==> config.mk <==
export PLATFORM = sky130hd
export DESIGN_NAME = load_master_pattern
export DESIGN_NICKNAME = d
export VERILOG_FILES = /design/src/rtl/mastermind_pkg.sv /design/src/rtl/check_for_znarly.sv /design/src/rtl/load_master_pattern.sv
export SDC_FILE = /design/constraint.sdc
export NUM_CORES = 1
export LEC_CHECK = 0
export CAP_MARGIN = 20
export CORE_ASPECT_RATIO = 0.8
export CORE_MARGIN = 2
export CORE_UTILIZATION = 43
export DETAILED_ROUTE_END_ITERATION = 16
export GPL_ROUTABILITY_DRIVEN = 0
export GPL_TIMING_DRIVEN = 0
export PLACE_DENSITY = 0.79
export SLEW_MARGIN = 20
export SYNTH_ARGS = -nofsm -noshare
export SYNTH_HDL_FRONTEND = slang
export SYNTH_HIERARCHICAL = 1
export SYNTH_SLANG_ARGS = --single-unit
==> constraint.sdc <==
create_clock -name clock -period 2.4 [get_ports clock]
set_input_delay 0.36 -clock clock [delete_from_list [all_inputs] [get_ports clock]]
set_output_delay 0.36 -clock clock [all_outputs]
set_load 0.01 [all_outputs]
==> src/rtl/mastermind_pkg.sv <==
// Shared widths, shape encoding and helpers for the Mastermind-style game.
package mastermind_pkg;

    localparam int unsigned SHAPE_W   = 3;
    localparam int unsigned NUM_SLOTS = 4;
    localparam int unsigned PATTERN_W = SHAPE_W * NUM_SLOTS;
    localparam int unsigned ZNARLY_W  = 4;
    localparam int unsigned SLOT_IDX_W = 2;

    typedef enum logic [SHAPE_W-1:0] {
        BLANK    = 3'd0,
        TRIANGLE = 3'd1,
        CIRCLE   = 3'd2,
        DIAMOND  = 3'd3,
        ICECREAM = 3'd4,
        DOLLAR   = 3'd5,
        STAR     = 3'd6,
        INVALID  = 3'd7
    } shape_t;

    // A shape code is loadable unless it is the blank or the invalid marker.
    function automatic logic is_valid_shape(input logic [SHAPE_W-1:0] shape);
        return (shape != BLANK) && (shape != INVALID);
    endfunction

endpackage

==> src/rtl/check_for_znarly.sv <==
// Counts exact slot matches between a guess and the master pattern (combinational).
module check_for_znarly
    import mastermind_pkg::*;
(
    input  logic [PATTERN_W-1:0] masterPattern,
    input  logic [PATTERN_W-1:0] Guess,
    output logic [ZNARLY_W-1:0]  Znarly
);

    // Sum of per-slot equality bits; all 3 bits compared, invalid codes included.
    always_comb begin
        Znarly = '0;
        for (int unsigned k = 0; k < NUM_SLOTS; k++) begin
            Znarly = Znarly + ZNARLY_W'(Guess[k*SHAPE_W +: SHAPE_W] ==
                                        masterPattern[k*SHAPE_W +: SHAPE_W]);
        end
    end

endmodule

==> src/rtl/load_master_pattern.sv <==
// Stores the four-slot secret pattern, tracks which slots are filled and scores guesses.
module load_master_pattern
    import mastermind_pkg::*;
(
    input  logic                  clock,
    input  logic                  reset_L,
    input  logic [SHAPE_W-1:0]    LoadShape,
    input  logic [SLOT_IDX_W-1:0] ShapeLocation,
    input  logic                  loadingShape,
    input  logic                  startGame,
    input  logic [PATTERN_W-1:0]  Guess,
    output logic [PATTERN_W-1:0]  masterPattern,
    output logic                  masterLoaded,
    output logic [ZNARLY_W-1:0]   Znarly
);

    logic [PATTERN_W-1:0] r_pattern;
    logic [NUM_SLOTS-1:0] r_filled;
    logic                 r_loaded;
    logic [PATTERN_W-1:0] w_pattern_nxt;
    logic [NUM_SLOTS-1:0] w_filled_nxt;
    logic                 w_write_en;

    assign w_write_en = loadingShape && is_valid_shape(LoadShape);

    // Write decoder: clear has priority over a load; invalid shapes are dropped.
    always_comb begin
        w_pattern_nxt = r_pattern;
        w_filled_nxt  = r_filled;
        if (startGame) begin
            w_pattern_nxt = '0;
            w_filled_nxt  = '0;
        end else if (w_write_en) begin
            for (int unsigned k = 0; k < NUM_SLOTS; k++) begin
                if (ShapeLocation == SLOT_IDX_W'(k)) begin
                    w_pattern_nxt[k*SHAPE_W +: SHAPE_W] = LoadShape;
                    w_filled_nxt[k]                     = 1'b1;
                end
            end
        end
    end

    // Slot, filled and loaded registers; loaded is registered from the next filled set.
    always_ff @(posedge clock or negedge reset_L) begin
        if (!reset_L) begin
            r_pattern <= '0;
            r_filled  <= '0;
            r_loaded  <= 1'b0;
        end else begin
            r_pattern <= w_pattern_nxt;
            r_filled  <= w_filled_nxt;
            r_loaded  <= &w_filled_nxt;
        end
    end

    assign masterPattern = r_pattern;
    assign masterLoaded  = r_loaded;

    check_for_znarly u_check_for_znarly (
        .masterPattern (r_pattern),
        .Guess         (Guess),
        .Znarly        (Znarly)
    );

endmodule

# After elaboration in Yosys (flattened, before gate mapping)

Index checks and enable logic that the tools add are counted.

Flip-flop bits (word level): 17
Input bits: 21
Output and inout port bits: 17
Logic and storage cells: 43

Add/subtract/negate cells: 3
Equal/unequal tests: 8
Mux-type cells: 12
Reductions and logical operators: 14

Operator list:

| cell                                           | count |
|---|---|
| 2-to-1 mux 12 bit                              | 2 |
| == test 3 bit                                  | 4 |
| 2-to-1 mux 3 bit                               | 4 |
| nonzero test 2 bit                             | 5 |
| adder 4 x 1 -> 4 bit                           | 2 |
| 2-to-1 mux 4 bit                               | 2 |
| AND reduction 2 bit                            | 4 |
| == test 2 bit (second input constant)          | 2 |
| 2-to-1 mux 1 bit                               | 4 |
| AND reduction 4 bit                            | 1 |
| != test 3 bit (second input constant)          | 1 |
| nonzero test 3 bit                             | 1 |
| adder 1 x 1 -> 2 bit                           | 1 |
| == test 2 x 1 -> 1 bit (second input constant) | 1 |
| logical AND 1 bit                              | 2 |
| zero test 2 bit                                | 1 |

# Logic depth before layout (Yosys ltp)

Gate-level depths: netlist (run 1).

Depth in word-level cells: 6
Mapped depth: 6
Gate-level depth less buffers: 6

# Cells and area by module

The synthesis (run 1) kept the hierarchy.

Modules (own cells, without submodules):

| module              | times used | cells each | area each (µm²) | seq. area each (µm²) |
|---|---|---|---|---|
| load_master_pattern | 1          | 67         | 795.8           | 425.4 |
| check_for_znarly    | 1          | 23         | 193.9           | 0.0 |

# Least setup slack after synthesis (run 1)

OpenSTA, ideal clock, no wires.

Kind: register to output
Start point: register r_pattern[0] (netlist: masterPattern[0])
End point: output port Znarly[1]
Arrival time: 1742 ps
Path slack: 298 ps
Cell stages (with the launch flop): 7
Buffers on the path: 0
Cells stage by stage: dfrtp_1 > xnor2_1 > nand3_1 > fa_1 > inv_1 > ha_1 > ha_1

Cells in the longest elaborated chain, start to end: 4

Ends and longest elaborated chain:

| item                              | RTL line                  | text |
|---|---|---|
| start: declaration                | load_master_pattern.sv:17 | `logic [PATTERN_W-1:0] r_pattern;` |
| start signal: assignment          | load_master_pattern.sv:50 | `r_pattern <= w_pattern_nxt;` |
| == test 3 bit                     | check_for_znarly.sv:14    | `Znarly = Znarly + ZNARLY_W'(Guess[k*SHAPE_W +: SHAPE_W] ==` |
| adder 1 x 1 -> 2 bit              | check_for_znarly.sv:14    |  |
| adder 4 x 1 -> 4 bit (2 in a row) | check_for_znarly.sv:14    |  |
| end: declaration                  | load_master_pattern.sv:14 | `output logic [ZNARLY_W-1:0] Znarly` |

No other way between the ends.

# Worst setup path after layout (run 1)

Start point: register r_pattern[10] (netlist: masterPattern[10])
End point: output port Znarly[1]

Cells in the longest elaborated chain, start to end: 2

Ends and longest elaborated chain:

| item                 | RTL line |
|---|---|
| == test 3 bit        | check_for_znarly.sv:14 |
| adder 4 x 1 -> 4 bit | check_for_znarly.sv:14 |

No other way between the ends.

==> flow_summary.json, run 1 <==
{
  "min_from": "startGame",
  "cts-root-buf": "clkbuf_4",
  "antenna_found_initial": 0,
  "status": "finished, violations left",
  "viasPerCell": 5.10,
  "final_net_count": 157,
  "cp_slowest_cell": "fa_1",
  "final.setup.tns_ns": -0.0911,
  "cpMostUsedCell": "ha_4",
  "wl_per_cell_um": 14.0,
  "critPathLaunch": "masterPattern[10]",
  "drtIter0Drc": 14,
  "reg2reg_from": "r_filled[0]",
  "setup_viol": 1,
  "critPathTopFamily": "adder cells",
  "rsz0062_at_grt": "yes",
  "dr.pass1.iters": 4,
  "grt_max_degree": 18,
  "fin_ws_ns": -0.0911,
  "peakVddDrop_mv": 0.355,
  "crit_arrival_ns": 2.13,
  "skew_ns": 0.00602,
  "fp.dieArea_um2": 2700,
  "layout_common_cells": "clkdlybuf4s50_1, nor2_1, dfrtp_1",
  "cp.buffers_inverters": 2,
  "cts_tree": "done",
  "crit_chain": "xnor2_1 -> nand3_1 -> fa_1 -> inv_2 -> ha_4 -> ha_4 -> buf_6",
  "clk_latency_ns": 0.29,
  "postRouteAntennaNets": 0,
  "io_pins": 38,
  "placed_cells": 150,
  "vias": 800,
  "layoutNonFillerInstCount": 157,
  "synthesis.nets": 114,
  "r2r-end": "masterLoaded",
  "required_ns": 2.04,
  "syn_area_um2": 990,
  "final_common_cell": "clkdlybuf4s50_1",
  "clkSinkCount": 17,
  "avgSynthCellArea_um2": 11.0,
  "violations": "setup timing",
  "critical_path.max_stage_delay_ns": 0.58,
  "worst_slew_pin_slew_ns": 0.774,
  "reg2reg_setup_slack_ns": 1.27,
  "p_leak_nw": 0.618,
  "max_freq_ghz": 0.401,
  "core_area_um2": 2160,
  "portBuffers": 35,
  "clockBufferDepth": 2,
  "synth-seq-area-share": 0.430,
  "initial_core_util": 0.459,
  "final_area_um2": 1440,
  "slew_headroom": 0.482,
  "drcViolationCount": 0,
  "setup.worst_path.class": "reg -> out",
  "crit_cells": 7,
  "maxSlewViolCount": 0,
  "syn_inst": 90,
  "final_layout_size_suffix_gt1_frac": 0.159,
  "fin_crit_ns": 2.49,
  "worstPathMaxFanout": 2,
  "ctsHtreeMaxLevel": 1,
  "numCtsBuffers": 3,
  "hold_viol": 0,
  "grt_pass1_wl_mm": 3.67,
  "drv_cap": 0,
  "die_width_um": 57.6,
  "cts.reportedPaths.clkPinSlew_ns": 0.10,
  "crit_end": "Znarly[1]",
  "reg2reg_depth": 4,
  "crit_path_start_kind": "flip-flop",
  "grt_use_total": 0.184,
  "num_rows": 15,
  "ys_ff_latch": 17,
  "ys.warnings.count": 6,
  "placed_cell_area_um2": 1370,
  "period_share": 1.04,
  "totalWireLength_mm": 2.20,
  "dpl.hpwl_mm": 1.70,
  "hold_buffers": 0,
  "synth_cell_types": 24,
  "grt_overflow_total": 0,
  "area_growth_pct": 45.4,
  "hold_path_class": "in -> reg",
  "die_y_um": 46.9,
  "power_uw": 610,
  "diodes": 0,
  "end_kind": "output port",
  "grt_pass1_vias": 805,
  "pwr_density_cell_nw_per_um2": 424
}
==> routing by layer <==
metal | track usage | vias up | wire [um]
li1 | - | 390 | -
met1 | 0.237 | 382 | 974
met2 | 0.316 | 26 | 1080
met3 | 0.0468 | 2 | 122
met4 | 0.0558 | 0 | 15
met5 | 0 | - | 0
==> cell usage after synthesis <==
master     number  area [um^2]
buf_1           1         3.75
mux2i_1        13          130
o41ai_1         1         8.76
and3_2          1         7.51
nor2_1         19         71.3
buf_4           1         7.51
nor3_1          1         5.00
nand4bb_4       1         27.5
inv_1           3         11.3
nand3b_1        2         15.0
ha_1            2         25.0
clkbuf_1        1         3.75
nor3_2          1         10.0
conb_1          1         3.75
nand2b_1        1         6.26
a32oi_1         1         8.76
nor3_4          4         65.1
xnor2_1         9         78.8
xor2_1          3         26.3
fa_1            1         20.0
dfrtp_1        17          425
nand3_1         4         20.0
a21oi_1         1         5.00
nand2_1         1         3.75
==> how the worst min path moves through the flow <==
stage          cells past startpoint          endpoint  slack (ns)
6_report                           2  masterPattern[3]        0.43
5_1_grt                            2  masterPattern[3]        0.43
4_1_cts                            2  masterPattern[3]        0.42
3_5_place_dp                       2       r_filled[2]        0.48
3_3_place_gp                       2       r_filled[2]        0.47
2_1_floorplan                      0      masterLoaded        0.06
==> area by class of cell <==
cell class	instances	area, um^2
Inverter	3	11.3
Fill cell	175	719
Clock buffer	3	22.5
Tap cell	25	31.3
Multi-Input combinational cell	67	563
Clock inverter	1	5.00
Sequential cell	17	425
Timing Repair Buffer	38	365
Buffer	3	15.0
==> stage by stage <==
stage / hold WS [ns] / worst slack [ns] / util
2_1_floorplan: 0.0644 / 0.298 / -
3_3_place_gp: 0.468 / -0.597 / 0.635
3_5_place_dp: 0.480 / -0.648 / 0.635
4_1_cts: 0.418 / -0.0922 / 0.659
5_1_grt: 0.430 / -0.172 / 0.667
6_report: 0.431 / -0.0911 / 0.667
==> flip-flops by register name, indices dropped and copies added (netlist names) <==
register and cells:
masterLoaded 1, masterPattern 12, r_filled 4
==> power breakdown <==
group	leakage (nW)	switching, mW	internal (mW)
combinational	0.366	0.0702	0.0803
clock	0.0177	0.0940	0.0621
sequential	0.234	0.00773	0.295
==> kinds of logic after synthesis <==
kind of cell             count (synthesis)  share of synthesized area
AND/OR/NAND/NOR                         35                      0.234
flip-flops                              17                      0.430
multiplexers                            13                      0.131
XOR/XNOR                                12                      0.106
buffers and inverters                    6                     0.0265
adder cells (fa/ha/maj)                  3                     0.0455
AO/OA/AOI/OAI                            3                     0.0228
other                                    1                    0.00379
==> timing repair <==
item	4_1_cts	5_1_grt
endpoints found under the setup margin	3	3
resized for setup	25	3
buffers inserted	3	0
pin swaps	11	1
Note: power is estimated with default switching activity, not from simulation.
==> run 2: changes to the inputs <==
--- a/config.mk
+++ b/config.mk
@@ -5,8 +5,6 @@
 export SDC_FILE = /design/constraint.sdc
 export NUM_CORES = 1
 export LEC_CHECK = 0
-export CAP_MARGIN = 20
-export CORE_ASPECT_RATIO = 0.8
 export CORE_MARGIN = 2
 export CORE_UTILIZATION = 43
 export DETAILED_ROUTE_END_ITERATION = 16
==> flow_summary.json, run 2 (synthesized netlist as in run 1, its figures left out) <==
{
  "status": "finished, violations left",
  "violations": "setup timing",
  "maxSlewViolCount": 0,
  "core_area_um2": 2190,
  "diodes": 0,
  "clkSinkCount": 17,
  "grt_pass1_vias": 785,
  "cp_slowest_cell": "fa_1",
  "clockBufferDepth": 2,
  "required_ns": 2.04,
  "setup.worst_path.class": "reg -> out",
  "multi_input_area_um2": 571,
  "final_common_cell": "clkdlybuf4s50_1",
  "slew_headroom": 0.488,
  "final_net_count": 157,
  "seqCellArea_um2": 425,
  "placed_cell_area_um2": 1380,
  "crit_chain": "xnor2_1 -> nand3_1 -> fa_1 -> inv_2 -> ha_4 -> ha_4 -> buf_6",
  "critPathTopFamily": "adder cells",
  "num_rows": 17,
  "grt_max_degree": 18,
  "die_y_um": 52.0,
  "crit_path_start_kind": "flip-flop",
  "cts.reportedPaths.clkPinSlew_ns": 0.10,
  "grt_overflow_total": 0,
  "fin_crit_ns": 2.45,
  "numCtsBuffers": 3,
  "area_growth_pct": 46.4,
  "clk_latency_ns": 0.28,
  "portBuffers": 35,
  "cts-root-buf": "clkbuf_4",
  "dr.pass1.iters": 6,
  "wl_per_cell_um": 13.8,
  "crit_arrival_ns": 2.09,
  "skew_ns": 0.00444,
  "hold_path_class": "in -> reg",
  "initial_core_util": 0.452,
  "layout_common_cells": "clkdlybuf4s50_1, nor2_1, dfrtp_1",
  "cp.buffers_inverters": 2,
  "end_kind": "output port",
  "pwr_density_cell_nw_per_um2": 419,
  "viasPerCell": 5.02,
  "p_leak_nw": 0.619,
  "fillers": 181,
  "setup_viol": 1,
  "final_layout_size_suffix_gt1_frac": 0.159,
  "critical_path.max_stage_delay_ns": 0.56,
  "dpl.hpwl_mm": 1.74,
  "final.setup.tns_ns": -0.0470,
  "grt_use_total": 0.191,
  "io_pins": 38,
  "worst_slew_pin_slew_ns": 0.766,
  "worstPathMaxFanout": 3,
  "rsz0062_at_grt": "yes",
  "postRouteAntennaNets": 0,
  "drv_cap": 0,
  "max_freq_ghz": 0.409,
  "peakVddDrop_mv": 0.324,
  "hold_viol": 0,
  "drtIter0Drc": 6,
  "largest_register_ffs": 12,
  "grt_pass1_wl_mm": 3.80,
  "drcViolationCount": 0,
  "cts_tree": "done",
  "cpMostUsedCell": "ha_4",
  "period_share": 1.02,
  "fp.dieArea_um2": 2700,
  "antenna_found_initial": 0,
  "final_area_um2": 1450,
  "ctsHtreeMaxLevel": 1,
  "totalWireLength_mm": 2.21,
  "vias": 803,
  "fin_ws_ns": -0.0470,
  "die_width_um": 52.0
}
-- run 2: cell types whose count changed in the layout (fill, tap and decap cells not counted), sizes merged --
cell	delta
clkinv	-1
clkbuf	+1
-- run 2: worst register-to-register path: cells and delay by family (launching register included) --
kind	cells	cell delay [ns]
compound gates	2	0.40
flops	1	0.40
mux	1	0.09
simple gates	1	0.15
-- run 2: report_power, final --
| group | total (mW) | internal, mW | switching, mW |
|---|---|---|---|
| Sequential | 0.304 | 0.295 | 0.00829 |
| Combinational | 0.152 | 0.0811 | 0.0707 |
| Clock | 0.152 | 0.0644 | 0.0876 |
| Total | 0.608 | 0.441 | 0.167 |
-- run 2: metrics by stage --
step | setup slack (ns) | utilization | power [mW] | hold slack (ns) | instances
after floorplan | 0.298 | - | 0.374 | 0.0644 | 90
after global placement | -0.584 | 0.628 | 0.449 | 0.474 | 153
after detailed placement | -0.602 | 0.628 | 0.453 | 0.503 | 153
after CTS | -0.0773 | 0.644 | 0.598 | 0.437 | 158
after global routing | -0.124 | 0.661 | 0.638 | 0.463 | 160
final | -0.0470 | 0.661 | 0.608 | 0.424 | 160
-- run 2: timing repair --
action / 4_1_cts / 5_1_grt
resized for setup: 25 / 4
endpoints found under the setup margin: 3 / 3
cloned: 0 / 0
pin swaps: 13 / 2
hold buffers: 0 / 0
buffers inserted: 1 / 2
-- run 2: area by class of cell --
cell class,instances,area share
Clock buffer,4,0.0181
Inverter,3,0.00777
Multi-Input combinational cell,67,0.394
Sequential cell,17,0.294
Tap cell,28,0.0242
Timing Repair Buffer,38,0.252
Buffer,3,0.0104
-- run 2: worst paths after layout --
path	start	end	slack (ns)	depth (start not counted)
max in group asynchronous	reset_L	masterPattern[7]	1.40	1
setup reg to reg	r_filled[0]	masterLoaded	1.29	4
hold / removal	startGame	masterPattern[3]	0.42	2
hold reg to reg	r_filled[3]	r_filled[3]	0.52	2
min in group asynchronous	reset_L	masterPattern[4]	0.51	1
setup / recovery	masterPattern[5]	Znarly[1]	-0.05	7
-- run 2: per-layer routing --
metal,vias to the layer above,share of wire,track usage
met3,0,0.057,0.0316
met5,-,0,0
met4,0,0,0.0263
li1,385,-,-
met2,32,0.51,0.316
met1,386,0.44,0.269
==> run 3: changes to the inputs <==
--- a/config.mk
+++ b/config.mk
@@ -6,11 +6,11 @@
 export NUM_CORES = 1
 export LEC_CHECK = 0
 export CORE_MARGIN = 2
-export CORE_UTILIZATION = 43
+export CORE_UTILIZATION = 39
 export DETAILED_ROUTE_END_ITERATION = 16
 export GPL_ROUTABILITY_DRIVEN = 0
 export GPL_TIMING_DRIVEN = 0
-export PLACE_DENSITY = 0.79
+export PLACE_DENSITY = 0.75
 export SLEW_MARGIN = 20
 export SYNTH_ARGS = -nofsm -noshare
 export SYNTH_HDL_FRONTEND = slang
==> constraint.sdc (replaced) <==
create_clock -name clock -period 2 [get_ports clock]
set_input_delay 0.3 -clock clock [delete_from_list [all_inputs] [get_ports clock]]
set_output_delay 0.3 -clock clock [all_outputs]
set_load 0.01 [all_outputs]
==> flow_summary.json, run 3 (synthesized netlist as in run 1, its figures left out) <==
{
  "setup.worst_path.class": "in -> out",
  "final_common_cell": "clkdlybuf4s50_1",
  "fin_crit_ns": 2.43,
  "violations": "setup timing",
  "pwr_density_cell_nw_per_um2": 496,
  "numCtsBuffers": 3,
  "initial_core_util": 0.407,
  "vias": 812,
  "drv_cap": 0,
  "worst_slew_pin_slew_ns": 0.739,
  "postRouteAntennaNets": 0,
  "required_ns": 1.70,
  "skew_ns": 0.00561,
  "drtIter0Drc": 14,
  "num_rows": 18,
  "grt_pass1_wl_mm": 3.35,
  "utilization": 0.606,
  "crit_path_start_kind": "primary input",
  "hold_viol": 0,
  "grt_use_total": 0.163,
  "fin_ws_ns": -0.434,
  "period_share": 1.22,
  "layout_common_cells": "clkdlybuf4s50_1, nor2_1, dfrtp_1",
  "area_growth_pct": 48.9,
  "max_freq_ghz": 0.411,
  "portBuffers": 35,
  "drcViolationCount": 0,
  "die_y_um": 54.4,
  "antenna_found_initial": 0,
  "io_pins": 38,
  "largest_register_ffs": 12,
  "final_net_count": 158,
  "place_ws_ns": -0.888,
  "clk_latency_ns": 0.29,
  "core_area_um2": 2430,
  "worstPathMaxFanout": 1,
  "diodes": 0,
  "cts-root-buf": "clkbuf_4",
  "maxSlewViolCount": 0,
  "ctsHtreeMaxLevel": 1,
  "grt_max_degree": 18,
  "hold_path_class": "in -> reg",
  "cts_tree": "done",
  "status": "finished, violations left",
  "cts.reportedPaths.clkPinSlew_ns": 0.09,
  "final_layout_size_suffix_gt1_frac": 0.173,
  "fp.dieArea_um2": 2960,
  "clkSinkCount": 17,
  "p_leak_nw": 0.627,
  "crit_arrival_ns": 2.13,
  "end_kind": "output port",
  "slew_headroom": 0.506,
  "die_width_um": 54.4,
  "clockBufferDepth": 2,
  "wl_per_cell_um": 13.5,
  "dr.pass1.iters": 4,
  "grt_overflow_total": 0,
  "viasPerCell": 4.98,
  "grt_pass1_vias": 737,
  "whs_ns": 0.382,
  "totalWireLength_mm": 2.20,
  "peakVddDrop_mv": 0.366,
  "setup_viol": 3,
  "rsz0062_at_grt": "yes"
}
[run 3: power breakdown]
part | total, mW | switching, mW | internal, mW
Sequential | 0.363 | 0.00910 | 0.354
Combinational | 0.189 | 0.0863 | 0.102
Clock | 0.179 | 0.101 | 0.0775
Total | 0.731 | 0.196 | 0.534
[run 3: path summary, 6_finish.rpt]
| kind | from | end | slack [ns] | cells after the start |
|---|---|---|---|---|
| max reg2reg | r_filled[1] | masterLoaded | 0.88 | 4 |
| min | startGame | masterPattern[6] | 0.38 | 2 |
| max | Guess[0] | Znarly[1] | -0.43 | 8 |
| min reg2reg | r_filled[2] | r_filled[2] | 0.50 | 2 |
| max in group asynchronous | reset_L | masterPattern[9] | 1.09 | 1 |
| min in group asynchronous | reset_L | r_filled[2] | 0.44 | 1 |
[run 3: layout make-up]
type,count,area [um^2]
inverters,3,11.3
flip-flops and latches,17,425
plain buffers,3,15.0
repair buffers,39,383
fillers,228,958
well taps,30,37.5
multi-input cells,67,576
clock buffers,4,26.3
[run 3: per-stage QoR]
step | TNS, ns | std cells | total power, mW | cell area [um^2]
after floorplan | 0 | 90 | 0.452 | 1000
after global placement | -2.38 | 155 | 0.542 | 1390
after detailed placement | -2.41 | 155 | 0.546 | 1390
after CTS | -1.03 | 160 | 0.731 | 1440
after global routing | -1.32 | 163 | 0.779 | 1470
final | -1.07 | 163 | 0.731 | 1470
[run 3: worst max-delay path, stage by stage]
cell and delay [ns]:
clkdlybuf4s50_1 0.47, xnor2_1 0.12, nand3_1 0.15, fa_1 0.55, inv_2 0.05, ha_4 0.15
ha_4 0.23, buf_6 0.11
[run 3: timing repair]
action                                  in CTS  in global routing
endpoints found under the setup margin       3                  3
hold buffers                                 0                  0
pin swaps                                    7                  2
gates resized for setup                     20                  3
buffers inserted                             1                  3
[run 3: per-layer routing]
metal  share of wire  wire length (um)  GRT usage  vias to the layer above
li1                -                 -          -                      384
met1            0.44               980      0.210                      398
met2            0.49              1080      0.271                       28
met3           0.061               134     0.0355                        2
met4          0.0054                12     0.0500                        0
met5               0                 0          0                        -
